--- src/rtl/hilo_control.sv ---
// hilo_control: sequences the multi-cycle multiplier and divider and owns the
// architectural HI/LO registers.
//
// A start request in IDLE runs the selected unit for a fixed number of cycles.
// The result is latched into HI/LO in a one-cycle CAPTURE state, and a
// one-cycle DONE state then reports completion. MTHI/MTLO-style direct writes
// are accepted only in IDLE. Every output comes straight from a flop, so the
// control unit sees glitch-free status.
module hilo_control #(
    parameter int unsigned MULT_CYCLES = 34,
    parameter int unsigned DIV_CYCLES  = 34
) (
    input  logic        Clock,
    input  logic        Reset,
    input  logic        Start_Mult,
    input  logic        Start_Div,
    input  logic [31:0] Mult_HI,
    input  logic [31:0] Mult_LO,
    input  logic [31:0] Div_HI,
    input  logic [31:0] Div_LO,
    input  logic        Div_Zero,
    input  logic        Write_HI,
    input  logic        Write_LO,
    input  logic [31:0] Data_In,
    output logic        Mult_Control,
    output logic        Div_Control,
    output logic        Busy,
    output logic        Done,
    output logic        Div_Zero_Exc,
    output logic [31:0] HI_Out,
    output logic [31:0] LO_Out
);

    typedef enum logic [2:0] {
        IDLE     = 3'd0,
        RUN_MULT = 3'd1,
        RUN_DIV  = 3'd2,
        CAPTURE  = 3'd3,
        DONE     = 3'd4
    } state_t;

    // Last counter value of a run. The counter starts at 0 on the start edge,
    // so the unit enable stays high for exactly N cycles. Six bits cover
    // N up to 63 without the counter ever wrapping.
    localparam logic [5:0] MULT_LAST = 6'(MULT_CYCLES - 1);
    localparam logic [5:0] DIV_LAST  = 6'(DIV_CYCLES - 1);

    // Operation-select encoding. Multiply is 0 so that reset leaves op at 0.
    localparam logic OP_MULT = 1'b0;
    localparam logic OP_DIV  = 1'b1;

    state_t      state_reg;
    logic [5:0]  count_reg;
    logic        op_reg;
    logic [31:0] hi_reg;
    logic [31:0] lo_reg;
    logic        mult_ctrl_reg;
    logic        div_ctrl_reg;
    logic        busy_reg;
    logic        done_reg;
    logic        exc_reg;

    // Control FSM, cycle counter, HI/LO storage and registered status outputs.
    always_ff @(posedge Clock or posedge Reset) begin
        if (Reset) begin
            state_reg     <= IDLE;
            count_reg     <= 6'd0;
            op_reg        <= OP_MULT;
            hi_reg        <= 32'd0;
            lo_reg        <= 32'd0;
            mult_ctrl_reg <= 1'b0;
            div_ctrl_reg  <= 1'b0;
            busy_reg      <= 1'b0;
            done_reg      <= 1'b0;
            exc_reg       <= 1'b0;
        end else begin
            // Done and the divide-by-zero flag are pulses. Only the
            // CAPTURE -> DONE transition re-arms them.
            done_reg <= 1'b0;
            exc_reg  <= 1'b0;

            case (state_reg)
                IDLE: begin
                    // Direct writes and a start can share the same edge. The
                    // write lands now, and CAPTURE overwrites it later.
                    if (Write_HI) begin
                        hi_reg <= Data_In;
                    end
                    if (Write_LO) begin
                        lo_reg <= Data_In;
                    end
                    // Multiply wins when both starts arrive together. The
                    // divide request is dropped, not queued.
                    if (Start_Mult) begin
                        state_reg     <= RUN_MULT;
                        count_reg     <= 6'd0;
                        op_reg        <= OP_MULT;
                        mult_ctrl_reg <= 1'b1;
                        busy_reg      <= 1'b1;
                    end else if (Start_Div) begin
                        state_reg    <= RUN_DIV;
                        count_reg    <= 6'd0;
                        op_reg       <= OP_DIV;
                        div_ctrl_reg <= 1'b1;
                        busy_reg     <= 1'b1;
                    end
                end

                RUN_MULT: begin
                    if (count_reg == MULT_LAST) begin
                        state_reg     <= CAPTURE;
                        mult_ctrl_reg <= 1'b0;
                    end else begin
                        count_reg <= count_reg + 6'd1;
                    end
                end

                RUN_DIV: begin
                    if (count_reg == DIV_LAST) begin
                        state_reg    <= CAPTURE;
                        div_ctrl_reg <= 1'b0;
                    end else begin
                        count_reg <= count_reg + 6'd1;
                    end
                end

                CAPTURE: begin
                    // A zero divisor leaves HI/LO untouched and raises the
                    // exception pulse alongside Done.
                    if (op_reg == OP_MULT) begin
                        hi_reg <= Mult_HI;
                        lo_reg <= Mult_LO;
                    end else if (!Div_Zero) begin
                        hi_reg <= Div_HI;
                        lo_reg <= Div_LO;
                    end else begin
                        exc_reg <= 1'b1;
                    end
                    state_reg <= DONE;
                    count_reg <= 6'd0;
                    busy_reg  <= 1'b0;
                    done_reg  <= 1'b1;
                end

                DONE: begin
                    state_reg <= IDLE;
                end

                default: begin
                    // Unreachable encodings recover to a quiet IDLE.
                    state_reg     <= IDLE;
                    count_reg     <= 6'd0;
                    mult_ctrl_reg <= 1'b0;
                    div_ctrl_reg  <= 1'b0;
                    busy_reg      <= 1'b0;
                end
            endcase
        end
    end

    assign Mult_Control = mult_ctrl_reg;
    assign Div_Control  = div_ctrl_reg;
    assign Busy         = busy_reg;
    assign Done         = done_reg;
    assign Div_Zero_Exc = exc_reg;
    assign HI_Out       = hi_reg;
    assign LO_Out       = lo_reg;

endmodule

--- config.mk ---
export PLATFORM = sky130hd
export DESIGN_NAME = hilo_control
export DESIGN_NICKNAME = d
export VERILOG_FILES = /design/src/rtl/hilo_control.sv
export SDC_FILE = /design/constraint.sdc
export NUM_CORES = 1
export LEC_CHECK = 0
export ABC_AREA = 1
export CAP_MARGIN = 20
export CELL_PAD_IN_SITES_DETAIL_PLACEMENT = 1
export CELL_PAD_IN_SITES_GLOBAL_PLACEMENT = 1
export CORE_MARGIN = 2
export CORE_UTILIZATION = 29
export DETAILED_ROUTE_END_ITERATION = 10
export PLACE_DENSITY = 0.91
export SYNTH_ARGS = -nofsm -noshare
export SYNTH_HDL_FRONTEND = slang
export SYNTH_SLANG_ARGS = --single-unit
--- constraint.sdc ---
create_clock -name Clock -period 6.8 [get_ports Clock]
set_input_delay 1.36 -clock Clock [delete_from_list [all_inputs] [get_ports Clock]]
set_output_delay 1.36 -clock Clock [all_outputs]
set_load 0.05 [all_outputs]
==> run_results.csv <==
group,metric,value,unit
logic_synthesis,ys_seq_elements,79,
clock_network,cts_resized,0,
logic_synthesis,synth.distinct_cells,20,
cells_and_area,layout-drive-gt1-share,3.47,%
logic_synthesis,yosysWarnings,0,
clock_network,postCtsHoldBufs,0,
power_and_ir_drop,ir_drop,224,µV
worst_setup_path,cp-start-kind,"register",
route,avgViaCountPerCell,4.68,
cells_and_area,area_delta_synth_final,60.3,%
cells_and_area,fin_nets,1144,
route,first_iter_violations,241,
placement,gp_congestion,0.798,
power_and_ir_drop,cellLeakagePower,3.93,nW
power_and_ir_drop,pwr-share-seq,22.4,%
route,drc,0,
worst_setup_path,crit_required,7070,ps
run,maxCapViolCount,0,
timing,tns,0,ps
grt,antenna_found_initial,0,
power_and_ir_drop,swShare,53.0,%
timing,slew_violations,0,
worst_setup_path,cp_data_arrival_time,4180,ps
floorplan,io_pins,236,
floorplan,initial_core_util,29.8,%
clock_network,cts_max_path_buffers,2,
timing,worst_slack,2890,ps
worst_setup_path,cp_max_fo,44,
clock_network,cts_setup_buffers,0,
logic_synthesis,synth_nets,932,
power_and_ir_drop,power_density,490,nW/µm²
grt,grt_overflow_total,0,
grt,grt_max_degree,80,
route,num_vias,5594,
logic_synthesis,avgSynthCellArea,6.23,µm²
logic_synthesis,netlist_instances,763,
clock_network,clk_pin_slew_worst_paths,60,ps
floorplan,num_rows,46,
clock_network,cts.sinks,79,
worst_setup_path,worst_setup_path_end_kind,"register",
min_path,worstHoldPathType,"register to register",
timing,min_period_over_period,57.5,%
timing,relSlewSlack,39.0,%
logic_synthesis,synth_largest_area_cell,"dfrtp_1",
timing,post-route-min-period,3910,ps
cells_and_area,fill_cells,2043,
clock_network,clk_latency,340,ps
route,wire_per_inst,15.9,µm
route,antenna_left,0,
timing,finalSetupViolations,0,
timing,finClkSkew,5.51,ps
logic_synthesis,syn-cell-area,4750,µm²
clock_network,cts-root-buf,"clkbuf_16",
route,wl,19100,µm
placement,port_buffers,235,
timing,tightest_slew,914,ps
floorplan,die_h,132,µm
logic_synthesis,yosysSeqAreaShare,41.6,%
floorplan,die_w,132,µm
grt,grt_usage,22.1,%
floorplan,die-area,17400,µm²
power_and_ir_drop,p_clk_share,14.2,%
route,dr.pass1.iters,4,
power_and_ir_drop,power.switching,0.00198,W
floorplan,coreArea,15900,µm²
cells_and_area,diodes,0,
logic_synthesis,synth_top_area_share,41.6,%
power_and_ir_drop,p_int,0.00175,W
placement,place_ws,2400,ps
clock_network,numCtsBuffers,9,
grt,grt_pass1_wl,30700,µm
timing,grt_setup_unrepaired,"false",
placement,dp_hpwl,13800,µm
power_and_ir_drop,pwr-share-comb,63.5,%
logic_synthesis,synth_area_leaders,"dfrtp_1 42%, nand2_1 41%, nand3_1 7.5%",
grt,grt_pass1_vias,5858,
outcome,status,"finished clean",
timing,finalHoldViolations,0,
worst_setup_path,worstSetupPathType,"register to register",
clock_network,cts_tree,"yes",
timing,fmax,256,MHz
clock_network,htreeDepth,3,
## worst max-delay path, cell delays in order (launching register included)
cell and delay (ps):
dfrtp_1 410, inv_1 150, nand3_4 410, inv_2 570, buf_12 270, nand3_2 720
nand2_1 860, buf_8 250, nand2_1 80, nand2_1 70
## synth_stat cells
cell and count:
a21boi_0 1, a21oi_1 1, buf_1 1, buf_2 26, buf_4 3, clkbuf_1 12
dfrtp_1 79, ha_1 2, inv_1 15, inv_2 3, nand2_1 516, nand2_2 3
nand3_1 71, nand3_4 1, nand3b_1 1, nor2_1 14, o211ai_1 1, o21ai_0 11
o21bai_1 1, xor2_1 1
## path summary, 6_finish.rpt
check                                         startpoint                 endpoint  slack (ps)  cells past startpoint
worst min-delay path               LO_Out[4]$_DFFE_PP0P_    LO_Out[4]$_DFFE_PP0P_         470                      2
max in group asynchronous                          Reset   HI_Out[26]$_DFFE_PP0P_        4880                      4
worst min register to register     LO_Out[4]$_DFFE_PP0P_    LO_Out[4]$_DFFE_PP0P_         470                      2
min in group asynchronous                          Reset  Div_Control$_DFFE_PP0P_        1320                      3
worst max-delay path            state_reg[2]$_DFFE_PP0P_   HI_Out[31]$_DFFE_PP0P_        2890                      9
worst max register to register  state_reg[2]$_DFFE_PP0P_   HI_Out[31]$_DFFE_PP0P_        2890                      9
## stage by stage
stage	hold slack, ps	instances	utilization [%]	power (W)	cell area [µm²]
2_1_floorplan	475	763	-	0.00237	4750
3_3_place_gp	453	1176	45.2	0.00313	7210
3_5_place_dp	457	1177	45.3	0.00321	7220
4_1_cts	472	1193	47.3	0.00376	7550
5_1_grt	488	1196	47.8	0.00401	7610
6_report	468	1196	47.8	0.00373	7610
## kinds of logic (layout without fill, tap and decap cells)
family	count (synthesis)	in the layout	synth area share, %
AOI/OAI and AO/OA	15	15	1.74
xor gates and xnor gates	1	1	0.184
adders and majority gates	2	2	0.527
buffers and inverters	60	277	5.66
DFF	79	79	41.6
and+or+nand+nor	606	606	50.3
## metal layers
metal  vias to the layer above  global-route usage [%]  wire length, µm
met5                         -                       0                0
met3                        20                    5.65             1190
met2                       169                    40.5             9840
met4                         0                    6.10              326
met1                      2643                    25.3             7710
li1                       2762                       -                -
## power groups by stage
| stage | registers (W) | clock network, W | logic [W] |
|---|---|---|---|
| 6_report | 0.000834 | 0.000530 | 0.00237 |
| 5_1_grt | 0.000860 | 0.000560 | 0.00259 |
| 4_1_cts | 0.000835 | 0.000540 | 0.00239 |
| 3_5_place_dp | 0.000837 | 0 | 0.00238 |
| 2_1_floorplan | 0.00149 | 0 | 0.000884 |
| 3_3_place_gp | 0.000829 | 0 | 0.00231 |
## placed cells by master (no fill, tap or decap), types with 2 or more instances in the layout
| cell type | n |
|---|---|
| nor2_1 | 14 |
| inv_2 | 3 |
| clkdlybuf4s50_1 | 235 |
| nand3_1 | 70 |
| buf_4 | 4 |
| clkinv_2 | 4 |
| nand2_2 | 3 |
| buf_12 | 2 |
| nand2_1 | 516 |
| dfrtp_1 | 78 |
| ha_1 | 2 |
| bufinv_16 | 2 |
| inv_1 | 14 |
| o21ai_0 | 11 |
| clkbuf_16 | 9 |
## area by class of cell
class	instances	area (µm²)	share of cell area, %
tap	216	270	3.55
clock inverter	6	83.8	1.10
sequential	79	1980	26.0
timing repair buffer	243	2460	32.4
clock buffer	10	239	3.14
inverter	18	68.8	0.904
multi-input combinational	624	2510	33.0
Note: power is estimated with default switching activity, not from simulation.
